## src/rtl/stream_aux_slave.sv

```systemverilog
// AXI-Stream sink that checks an incrementing 1..N payload and tlast position
// under a programmable periodic backpressure pattern.
module stream_aux_slave #(
    parameter int DATA_WIDTH = 32,
    parameter int ERR_WIDTH  = 16
) (
    input  logic                  clk,
    input  logic                  rst,
    input  logic [DATA_WIDTH-1:0] tdata,
    input  logic                  tvalid,
    input  logic                  tlast,
    output logic                  tready,
    input  logic                  start,
    input  logic [DATA_WIDTH-1:0] total_num,
    input  logic [7:0]            stall_period,
    output logic                  busy,
    output logic                  done,
    output logic                  pass,
    output logic [ERR_WIDTH-1:0]  beat_count,
    output logic [ERR_WIDTH-1:0]  data_err_count,
    output logic [ERR_WIDTH-1:0]  last_err_count
);

    typedef enum logic [1:0] {
        ST_IDLE = 2'd0,
        ST_RECV = 2'd1,
        ST_DONE = 2'd2
    } state_t;

    state_t                r_state;
    logic [DATA_WIDTH-1:0] r_total;
    logic [DATA_WIDTH-1:0] r_expected;
    logic [7:0]            r_period;
    logic [7:0]            r_stall;
    logic [ERR_WIDTH-1:0]  r_beat;
    logic [ERR_WIDTH-1:0]  r_derr;
    logic [ERR_WIDTH-1:0]  r_lerr;
    logic                  r_passed;

    logic w_stall;
    logic w_hs;
    logic w_last_hit;
    logic w_last_err;

    function automatic logic [ERR_WIDTH-1:0] sat_inc(input logic [ERR_WIDTH-1:0] v);
        return (&v) ? v : (v + ERR_WIDTH'(1));
    endfunction

    assign w_stall    = (r_period >= 8'd2) && (r_stall == (r_period - 8'd1));
    assign w_hs       = tvalid && tready;
    assign w_last_hit = (r_expected == r_total);
    // Once the expected final beat went by without tlast, every later beat is misplaced.
    assign w_last_err = r_passed || (tlast != w_last_hit);

    assign tready         = (r_state == ST_RECV) && !w_stall;
    assign busy           = (r_state == ST_RECV);
    assign done           = (r_state == ST_DONE);
    assign pass           = done && (r_derr == {ERR_WIDTH{1'b0}}) && (r_lerr == {ERR_WIDTH{1'b0}});
    assign beat_count     = r_beat;
    assign data_err_count = r_derr;
    assign last_err_count = r_lerr;

    // Transfer FSM, stall counter and beat checking.
    always_ff @(posedge clk or posedge rst) begin
        if (rst) begin
            r_state    <= ST_IDLE;
            r_total    <= {DATA_WIDTH{1'b0}};
            r_expected <= DATA_WIDTH'(1);
            r_period   <= 8'd0;
            r_stall    <= 8'd0;
            r_beat     <= {ERR_WIDTH{1'b0}};
            r_derr     <= {ERR_WIDTH{1'b0}};
            r_lerr     <= {ERR_WIDTH{1'b0}};
            r_passed   <= 1'b0;
        end else begin
            case (r_state)
                ST_IDLE, ST_DONE: begin
                    if (start) begin
                        r_state    <= ST_RECV;
                        r_total    <= total_num;
                        r_period   <= stall_period;
                        r_expected <= DATA_WIDTH'(1);
                        r_stall    <= 8'd0;
                        r_beat     <= {ERR_WIDTH{1'b0}};
                        r_derr     <= {ERR_WIDTH{1'b0}};
                        r_lerr     <= {ERR_WIDTH{1'b0}};
                        r_passed   <= 1'b0;
                    end else begin
                        r_state <= r_state;
                    end
                end
                ST_RECV: begin
                    if (r_period < 8'd2) begin
                        r_stall <= 8'd0;
                    end else if (w_stall) begin
                        r_stall <= 8'd0;
                    end else begin
                        r_stall <= r_stall + 8'd1;
                    end
                    if (w_hs) begin
                        r_beat     <= sat_inc(r_beat);
                        r_expected <= r_expected + DATA_WIDTH'(1);
                        if (tdata != r_expected) begin
                            r_derr <= sat_inc(r_derr);
                        end else begin
                            r_derr <= r_derr;
                        end
                        if (w_last_err) begin
                            r_lerr <= sat_inc(r_lerr);
                        end else begin
                            r_lerr <= r_lerr;
                        end
                        if (w_last_hit && !tlast) begin
                            r_passed <= 1'b1;
                        end else begin
                            r_passed <= r_passed;
                        end
                        if (tlast) begin
                            r_state <= ST_DONE;
                        end else begin
                            r_state <= ST_RECV;
                        end
                    end else begin
                        r_state <= ST_RECV;
                    end
                end
                default: begin
                    r_state <= ST_IDLE;
                end
            endcase
        end
    end

endmodule

```

## config.mk

```make
export PLATFORM = sky130hd
export DESIGN_NAME = stream_aux_slave
export DESIGN_NICKNAME = d
export VERILOG_FILES = /design/src/rtl/stream_aux_slave.sv
export SDC_FILE = /design/constraint.sdc
export NUM_CORES = 1
export LEC_CHECK = 0
export ABC_AREA = 1
export CORE_AREA = 2 2 122 124
export CTS_BUF_LIST = sky130_fd_sc_hd__clkbuf_8
export DETAILED_ROUTE_END_ITERATION = 6
export DIE_AREA = 0 0 124 126
export PLACE_DENSITY_LB_ADDON = 0.12
export SLEW_MARGIN = 20
export SYNTH_ARGS = -nofsm -noshare
export SYNTH_HDL_FRONTEND = slang
export SYNTH_SLANG_ARGS = --single-unit
```

## constraint.sdc

```tcl
create_clock -name clk -period 11.75 [get_ports clk]
set_clock_uncertainty 0.1 [all_clocks]
set_input_delay 2.9375 -clock clk [delete_from_list [all_inputs] [get_ports clk]]
set_output_delay 2.9375 -clock clk [all_outputs]
set_load 0.05 [all_outputs]
```

==> summary.md <==
| Metric | Value |
|---|---|
| Slowest stage cell, crit path | `clkdlybuf4s50_1` |
| ANT cells | `0` |
| Antenna violations before repair | `0` |
| H-tree depth | `4` |
| Multiplexer share of the synthesized area | `0%` |
| Largest family of logic cells by synthesized area | `simple AND/OR/NAND/NOR gates` |
| R2r endpoint | `last_err_count[4]` |
| Synth area leader | `dfrtp_1` |
| Die W | `about 120 um` |
| Sequential fraction of the synthesis area | `38.0%` |
| Routability Congestion | `~0.91` |
| Largest net degree at the start of global routing | `slightly below 90` |
| FF-to-FF setup slack | `8.08 ns` |
| Post-route ant nets | `0` |
| Max cap viols | `0` |
| Vias | `around 8100` |
| Longest Clk Path Bufs | `2` |
| Net Sw Power | `731 uW` |
| Hold Crit Class | `reg2reg` |
| Die area | `approximately 0.016 mm2` |
| Most Frequent Cell on Critical Path | `nand2_1` |
| Min cycle time layout | `5.93 ns` |
| Synth top area share | `around 38%` |
| Initial core utilization | `between 60% and 70%` |
| First-pass GRT wire length | `between 30000 and 40000 um` |
| DRT Wirelength | `approximately 22000 um` |
| Synth Area in Compound Gates | `3.90%` |
| Chip Height | `around 130 um` |
| CP Launch Type | `flip-flop` |
| Post-Syn Area | `around 0.0086 mm2` |
| Max stage delay on crit path | `a little under 0.9 ns` |
| Core footprint | `between 0.01 and 0.015 mm2` |
| Hold Slack | `0.392 ns` |
| Leak | `approximately 0.0045 uW` |
| I/O Buffers | `~130` |
| Slew @ Worst Pin | `0.986 ns` |
| Crit path max fanout | `5` |
| VDD IR max | `0.151 mV` |
| Slew HR | `between 30% and 40%` |
| R2R cell count | `9` |
| RSZ-0062 raised after global routing | `no` |
| Syn Area/Cell | `about 7.1 um2` |
| Nets | `1407` |
| Post-synthesis register bit count | `between 100 and 150` |
| Met3 WL | `1190 um` |
| CTS sink cnt | `between 100 and 150` |
| Setup TNS | `0 ns` |
| TritonCTS Buffers | `17` |
| Post-synthesis xor/xnor area fraction | `a little under an eighth` |
| YS warnings | `0` |
| Met2 wire length | `approximately 10000 um` |
| Final hold vios | `0` |
| Most frequent cells in the layout | `nand2_1, nor2_1, dfrtp_1` |
| Standard-cell rows | `44` |
| Cell Pwr Density | `about 160 mW/mm2` |
| Final Max Slew Viols | `0` |
| Post-CTS Setup Inserts | `0` |
| Total gr overflow | `0` |
| CP endpoint | `tready` |
| Layout cell share with drive strength beyond 1 | `under 10%` |
| Clock-pin slew on the worst setup and hold paths | `around 0.080 ns` |
| Area grow syn2layout | `19.2%` |
| Commonest non-fill, non-tap cell in the layout | `nand2_1` |
| Sw Ratio | `a little over two fifths` |
| Clock latency on the worst-skew pair | `~0.46 ns` |
| Top Layer Used | `met4` |
| Mapped Nets | `1304` |
| Wire per inst | `14.5 um` |
| Hold-fix buffers at CTS | `0` |
| Critical path class | `reg2out` |
| Final core utilization | `between 70% and 80%` |
| Vias per cell | `~5.4` |
| Sequential power share | `about 38%` |
| Worst endpoint data arrival time | `2.89 ns` |
| DP HPWL | `15700 um` |
| CTS tree | `done` |
| Post_cts resized | `0` |
| Cells along the critical path | `inv_2, ha_1, nand2_1, nor2_1, nand2_1, nand2_1, nand2_1, nand2_1, nor2_2, a21oi_1, clkdlybuf4s50_1` |
| Fmax | `around 170 MHz` |
| GRT Util Overall | `around 30%` |
| Drt first pass iters | `5` |
| DR iter-0 viols | `500` |
| Top Ports | `about 130` |
| Period Utilization, post-route | `between 50% and 60%` |
| # DRC | `0` |
| Syn Inst Count | `around 1200` |
| Vias in the first global route | `around 7600` |
| Clock root cell | `clkbuf_8` |
| Part of the power in combinational logic | `approximately two fifths` |
| Clock network fraction of total power | `a little over a fifth` |
| Outcome | `finished, final reports clean` |
| Hold Crit Start | `r_total[14]` |
| Netlist cell types | `38` |
| Internal power | `between 900 and 1000 uW` |
| WP data required | `approximately 8.7 ns` |
| CP endpoint kind | `output pin` |
| RR Startpoint | `r_expected[14]` |
| Post-Synth Simple-Gate Area | `a little under two fifths` |
| Routed met1 length | `~10000 um` |
| Critical path launch point | `r_period[0]` |
| Synth area leaders | `dfrtp_1, nand2_1, nor2_1, xor2_1, nand3_1` |
| Finish-stage setup viols | `0` |
| Fraction of the mapped netlist area in adder cells | `1.45%` |
## critical path: cells and delay by family, from the launching register on
kind / cells / cell delay [ns]
adders and majority gates: 1 / 0.21
AOI/OAI and AO/OA: 1 / 0.32
buffers and inverters: 2 / 0.97
and+or+nand+nor: 7 / 0.49
DFF: 1 / 0.43
## registers in the layout, summed over array words and instances, names as in the netlist
signal	count
beat_count	16
data_err_count	16
last_err_count	16
r_expected	32
r_passed	1
r_period	8
r_stall	8
r_state	2
r_total	32
## cell usage after synthesis
cell,n
nor3_2,1
buf_6,7
a21oi_1,3
clkinv_1,1
nand3_2,1
buf_8,1
buf_1,2
o21ai_0,25
inv_2,3
o22ai_1,5
dfstp_2,1
nand3_1,98
clkbuf_1,29
nand4_1,21
xnor2_1,51
nand2b_1,1
nand3b_1,2
dfrtp_1,130
inv_1,86
buf_2,6
ha_1,10
xor2_1,63
or2_2,13
nor4_1,17
nor3_1,36
nand2_1,398
nand4_2,1
o21ai_1,6
buf_4,3
nor2_2,5
nand2_4,1
nor3b_1,4
nor2_1,161
o21ai_2,14
a31oi_2,1
nor4b_1,1
nand2_2,8
xnor3_1,1
## final cells by class
class                      instances  area, um2
multi-input combinational        948       4760
fill                            1198       4020
sequential                       131       3280
timing repair buffer             132       1310
inverter                          90        340
clock buffer                      22        303
tap                              184        230
clock inverter                    10       68.8
## power by group through the flow
stage	sequential (uW)	combinational (uW)	clock (uW)
floorplan	666	503	0
global placement	643	667	0
detailed placement	647	682	0
CTS	640	686	369
global route	655	765	388
finish	641	686	366
## per-layer routing
metal | global-route usage [%] | vias to the layer above
li1 | - | 4067
met1 | 39.0 | 3789
met2 | 47.2 | 251
met3 | 5.16 | 42
met4 | 11.1 | 0
met5 | 0 | -
## how the worst min path moves through the flow
stage                             end  slack [ns]  depth (start not counted)
final                     r_total[14]        0.39                          2
after global routing      r_total[18]        0.42                          2
after CTS                 r_total[25]        0.40                          2
after detailed placement  r_total[25]        0.38                          2
after global placement    r_total[29]        0.38                          2
after floorplan           r_total[17]        0.36                          2
## through the flow
| step | area, um2 | power, uW | cells | setup WS [ns] |
|---|---|---|---|---|
| after CTS | 10300 | 1690 | 1517 | 5.77 |
| after global routing | 10300 | 1810 | 1517 | 5.55 |
| after global placement | 9920 | 1310 | 1485 | 5.93 |
| final | 10300 | 1690 | 1517 | 5.82 |
| after floorplan | 8640 | 1170 | 1217 | 5.22 |
| after detailed placement | 9920 | 1330 | 1485 | 5.87 |
## cell families after synthesis
logic type               after synthesis
XOR/XNOR                             115
AO/OA/AOI/OAI                         54
buffers and inverters                138
flip-flops                           131
AND/OR/NAND/NOR                      769
adder cells (fa/ha/maj)               10
Note: power is estimated with default switching activity, not from simulation.
